[src/rtl/edge_evt_pkg.sv]
// Shared types and constants for the edge event arbiter.
// The event channel field is sized for the largest legal channel count.
package edge_evt_pkg;

  localparam int NUM_CH_DEF = 4;
  localparam int CH_W_MAX   = 4;

  typedef struct packed {
    logic [CH_W_MAX-1:0] ch;
    logic                rise;
  } evt_t;

  // Round-robin successor of channel c in a ring of n channels.
  function automatic int wrap_inc(input int c, input int n);
    return (c + 1 >= n) ? 0 : c + 1;
  endfunction

endpackage

[src/rtl/edge_detect.sv]
// One monitored line: previous-level register plus rise/fall pulses.
// Pulses are suppressed while arm is low so a level held through reset is silent.
module edge_detect (
  input  logic clk,
  input  logic reset,
  input  logic a,
  input  logic arm,
  output logic rise,
  output logic fall
);

  logic prev;

  always_ff @(posedge clk or posedge reset) begin
    if (reset) prev <= 1'b0;
    else       prev <= a;
  end

  assign rise = arm & a & ~prev;
  assign fall = arm & ~a & prev;

endmodule

[src/rtl/edge_event_arbiter.sv]
// Captures rising/falling edges on NUM_CH lines and delivers them one at a
// time, round-robin across channels, oldest type first within a channel.
module edge_event_arbiter
  import edge_evt_pkg::*;
#(
  parameter int NUM_CH = NUM_CH_DEF,
  localparam int CW    = $clog2(NUM_CH)
) (
  input  logic              clk,
  input  logic              reset,
  input  logic [NUM_CH-1:0] a_i,
  input  logic              en_i,
  output logic              evt_valid_o,
  input  logic              evt_ready_i,
  output logic [CW-1:0]     evt_ch_o,
  output logic              evt_rise_o,
  output logic [NUM_CH-1:0] pending_o,
  output logic [NUM_CH-1:0] overflow_o,
  input  logic              ovf_clr_i
);

  // Handshake: an event transfers on a posedge where evt_valid_o and
  // evt_ready_i are both high; while valid is high and ready low the
  // presented event (valid, ch, rise) is held unchanged.

  logic              arm;
  logic [NUM_CH-1:0] rise, fall;
  logic [NUM_CH-1:0] rise_pend, fall_pend, ord, ovf;
  logic [CW-1:0]     ptr;
  evt_t              evt_q;
  logic              valid_q;

  logic              load;
  logic              sel_found;
  logic [CW-1:0]     sel_ch;
  logic              sel_rise;
  logic [CW-1:0]     idx;
  logic [CW-1:0]     ptr_n;
  logic [NUM_CH-1:0] grant_oh;
  logic [NUM_CH-1:0] cap_r, cap_f, keep_r, keep_f;
  logic [NUM_CH-1:0] rise_pend_n, fall_pend_n, ord_n, ovf_new;

  for (genvar g = 0; g < NUM_CH; g++) begin : g_det
    edge_detect u_det (
      .clk   (clk),
      .reset (reset),
      .a     (a_i[g]),
      .arm   (arm),
      .rise  (rise[g]),
      .fall  (fall[g])
    );
  end

  always_ff @(posedge clk or posedge reset) begin
    if (reset) arm <= 1'b0;
    else       arm <= 1'b1;
  end

  // Round-robin search from ptr; within a channel the older type wins.
  always_comb begin
    sel_found = 1'b0;
    sel_ch    = '0;
    sel_rise  = 1'b0;
    idx       = '0;
    for (int i = 0; i < NUM_CH; i++) begin
      idx = CW'((int'(ptr) + i) % NUM_CH);
      if (!sel_found && (rise_pend[idx] || fall_pend[idx])) begin
        sel_found = 1'b1;
        sel_ch    = idx;
        sel_rise  = rise_pend[idx] & (~fall_pend[idx] | ord[idx]);
      end
    end
  end

  always_comb begin
    load     = (~valid_q | evt_ready_i) & sel_found;
    grant_oh = load ? (NUM_CH'(1) << sel_ch) : '0;
    ptr_n    = CW'(wrap_inc(int'(sel_ch), NUM_CH));

    cap_r  = rise & {NUM_CH{en_i}};
    cap_f  = fall & {NUM_CH{en_i}};
    keep_r = rise_pend & ~(grant_oh & {NUM_CH{sel_rise}});
    keep_f = fall_pend & ~(grant_oh & {NUM_CH{~sel_rise}});

    rise_pend_n = keep_r | cap_r;
    fall_pend_n = keep_f | cap_f;
    // An edge landing on a still-held bit of its type is merged and lost.
    ovf_new     = (cap_r & keep_r) | (cap_f & keep_f);

    // ord=1: rise is older. A fresh type joining a held one becomes the newer.
    ord_n = (ord & ~(cap_r & ~keep_r & keep_f)) | (cap_f & ~keep_f & keep_r);
  end

  always_ff @(posedge clk or posedge reset) begin
    if (reset) begin
      rise_pend <= '0;
      fall_pend <= '0;
      ord       <= '0;
      ovf       <= '0;
    end else begin
      rise_pend <= rise_pend_n;
      fall_pend <= fall_pend_n;
      ord       <= ord_n;
      ovf       <= (ovf & ~{NUM_CH{ovf_clr_i}}) | ovf_new;
    end
  end

  always_ff @(posedge clk or posedge reset) begin
    if (reset) begin
      valid_q <= 1'b0;
      evt_q   <= '0;
      ptr     <= '0;
    end else if (load) begin
      valid_q    <= 1'b1;
      evt_q.ch   <= CH_W_MAX'(sel_ch);
      evt_q.rise <= sel_rise;
      ptr        <= ptr_n;
    end else if (evt_ready_i) begin
      valid_q <= 1'b0;
    end
  end

  assign evt_valid_o = valid_q;
  assign evt_ch_o    = evt_q.ch[CW-1:0];
  assign evt_rise_o  = evt_q.rise;
  assign pending_o   = rise_pend | fall_pend;
  assign overflow_o  = ovf;

endmodule

[config.mk]
export PLATFORM = sky130hd
export DESIGN_NAME = edge_event_arbiter
export DESIGN_NICKNAME = d
export VERILOG_FILES = /design/src/rtl/edge_evt_pkg.sv /design/src/rtl/edge_detect.sv /design/src/rtl/edge_event_arbiter.sv
export SDC_FILE = /design/constraint.sdc
export NUM_CORES = 1
export LEC_CHECK = 0
export ABC_AREA = 1
export CAP_MARGIN = 20
export CORE_UTILIZATION = 35
export CTS_CLUSTER_DIAMETER = 30
export CTS_CLUSTER_SIZE = 8
export DETAILED_ROUTE_END_ITERATION = 8
export PLACE_DENSITY_LB_ADDON = 0.2
export REMOVE_ABC_BUFFERS = 1
export SYNTH_ARGS = -nofsm -noshare
export SYNTH_HDL_FRONTEND = slang
export SYNTH_SLANG_ARGS = --single-unit
export TNS_END_PERCENT = 100
[constraint.sdc]
create_clock -name clk -period 3.5 [get_ports clk]
set_input_delay 0.7 -clock clk [delete_from_list [all_inputs] [get_ports clk]]
set_output_delay 0.7 -clock clk [all_outputs]
set_load 0.005 [all_outputs]
==> metrics <==
outcome=complete, no violations; initial antenna violation count=0; I/O Buffers=20; # fillers=~550; R2R cell count=19; Tot GR Track Use=0.168; drt initial violations=a little under 80; Synth Area in Adders=0.0268; post-synthesis compound-gate area fraction=0.0691; CORE AREA=a little over 5000 µm²; Combinational Power Share=0.682; Ports=21; CTS tree=built; area of the multi-input gates=997 µm²; Detailed Routing Iterations Pass 1=4; RSZ-0062 raised after global routing=false; FF/Latch Area=just under 700 µm²; sequential area share after synthesis=0.362; post-synthesis mux area share=0; Mapped Area=~1900 µm²; clk_skew=roughly 0.0033 ns; biggest area consumer among synthesized cells=dfrtp_1; Worst setup SP type=flop; Remaining DRCs=0; Setup Fix Bufs, Post-CTS=0; Internal Pwr Total=around 1100 µW; switching share of total power=0.527; slowest stage delay, CP=about 0.49 ns; largest family of logic cells by synthesized area=simple AND/OR/NAND/NOR gates; WP buf/inv=2; fmax=about 370 MHz; Gate Count Post-Synth=280; Worst-path clk slew=0.09 ns; simple logic cell fraction of the synthesized area=0.437; first-pass GRT wire length=about 7.1 mm; Reg power frac=0.241; CTS root buffer=clkbuf_8; crit end category=flop; chip width=~75 µm; worst-path fanout max=17; crit path DAT=roughly 2.9 ns; post-cts sizing count=0; Max IR drop VDD=slightly below 500 µV; commonest non-fill, non-tap cell in the layout=nand2_1; Final Critical Period=~2.7 ns; Yosys warnings=0; Final TNS setup=0 ns; Worst-Skew Late Latency=0.27 ns; Synth area leaders=dfrtp_1 36%, nand2_1 24%, nand3_1 7.5%; sw power=approximately 1200 µW; DIE HEIGHT=roughly 75 µm; HPWL Detailed=3.33 mm; DRT Wirelength=~4.2 mm; commonest non-fill, non-tap cells in the layout=121 x nand2_1, 33 x inv_1, 28 x nand3_1; slowest cell on the critical path=dfrtp_1; final net count=between 300 and 400; Leakage=around 0.0011 µW; Final Hold Vio Count=0; DRT antenna net count=0; Vias per Instance=between 4 and 5; Syn-to-layout area delta=16.2%; worst reg-to-reg setup slack=0.76 ns; row count=26; Die Area=about 5600 µm²; cell count along the critical path=19; pwr/cell area=approximately 1100 nW/µm²; Via Count=approximately 1700; #FFs+latches synth=27; endpoints failing setup=0; Synth top area share=0.362; gr ovfl total=0; vias in the first global route=1589; largest net degree at the start of global routing=28; wire length per cell=about 11 µm; Starting Density=0.365; CTS Buf Count=3; worst hold path cell count=2; routability cong.=~0.83; CP cell instances=inv_2 -> nand2_1 -> nand2_1 -> nand2_1 -> nand2_1 -> nand2_2 -> nor2_4 -> nand3_4 -> nand2_1 -> nand2_1 -> o21ai_2 -> inv_2 -> ha_1 -> nand3_1 -> nor2_1 -> nor2_2 -> nand3_1 -> nand2_1 -> nand2_1; Clock power frac=0.077; Slew Viols, Final=0; Mean Syn Cell Area=approximately 6.7 µm²; deepest clock path buffer count=2; Worst path top cell family by delay=simple AND/OR/NAND/NOR gates; max-cap violations=0; min-delay worst type=flop to flop; Req. time, crit path=roughly 3.7 ns; crit path kind=flop to flop; post-layout util=0.424; ant diodes=0; Synth cell types=29; post-synthesis xor/xnor area fraction=0; critical path's most frequent cell=nand2_1; crit share post-route=0.782; H-tree depth=1; layout cell share with drive strength beyond 1=0.0963; CTS Hold Bufs=0; Clock Sinks=27
-- synth_stat cells (all sizes together) --
master / instances
or2: 3
o21ai: 9
nand3: 30
a31oi: 1
nor2: 20
buf: 5
o21a: 1
o211ai: 5
conb: 1
dfrtp: 27
nor3: 4
o21bai: 1
ha: 4
nand2: 128
a21o: 1
inv: 38
a21oi: 2
-- area by class of cell --
| cell class | instances | share of cell area |
|---|---|---|
| Clock buffer | 4 | 0.0208 |
| Inverter | 38 | 0.0670 |
| Multi-Input combinational cell | 210 | 0.460 |
| Sequential cell | 27 | 0.312 |
| Tap cell | 70 | 0.0404 |
| Timing Repair Buffer | 22 | 0.0994 |
-- layer usage --
layer	vias to the layer above	share of wire	global-route usage
met5	-	0	0
met4	0	0.0096	0.0440
met3	5	0.018	0.0120
met2	25	0.49	0.292
met1	782	0.48	0.227
li1	909	-	-
-- through the flow --
step	hold WS [ns]	instance area, µm²	setup WS (ns)	total power (µW)	cells
after floorplan	0.462	1820	0.914	1690	275
after global placement	0.467	2120	0.824	2120	367
after detailed placement	0.481	2120	0.782	2110	367
after CTS	0.504	2170	0.756	2300	371
after global routing	0.534	2170	0.401	2530	371
final	0.493	2170	0.763	2280	371
-- power groups by stage --
stage | combinational [µW] | clock (µW) | sequential, µW
6_report | 1560 | 175 | 550
5_1_grt | 1770 | 192 | 569
4_1_cts | 1560 | 183 | 550
3_5_place_dp | 1550 | 0 | 557
3_3_place_gp | 1560 | 0 | 557
2_1_floorplan | 1150 | 0 | 539
-- path summary, 6_finish.rpt --
path	endpoint	startpoint
min	evt_ch_o[0]	evt_ch_o[0]
max reg2reg	ord[1]	ptr[0]
min in group asynchronous	evt_ch_o[0]	reset
max	ord[1]	ptr[0]
min reg2reg	evt_ch_o[0]	evt_ch_o[0]
max in group asynchronous	fall_pend[1]	reset
-- cell families after synthesis --
logic type | Yosys count
buffers and inverters | 43
and+or+nand+nor | 185
other | 1
adders and majority gates | 4
DFF | 27
AOI/OAI and AO/OA | 20
-- state kept, by name (all words and copies together) (netlist names) --
register	count
overflow_o	4
fall_pend	4
evt_valid_o	1
evt_ch_o	2
g_det.u_det.prev	4
ptr	2
evt_rise_o	1
ord	4
rise_pend	4
arm	1
-- worst register-to-register path, cell delays in order (launching register included) --
cell and delay (ns):
dfrtp_1 0.49, inv_2 0.25, nand2_1 0.08, nand2_1 0.24, nand2_1 0.08, nand2_1 0.10
nand2_2 0.08, nor2_4 0.15, nand3_4 0.13, nand2_1 0.09, nand2_1 0.06, o21ai_2 0.10
inv_2 0.08, ha_1 0.23, nand3_1 0.09, nor2_1 0.07, nor2_2 0.13, nand3_1 0.08
nand2_1 0.06, nand2_1 0.04
(Power assumes the default switching activity.)
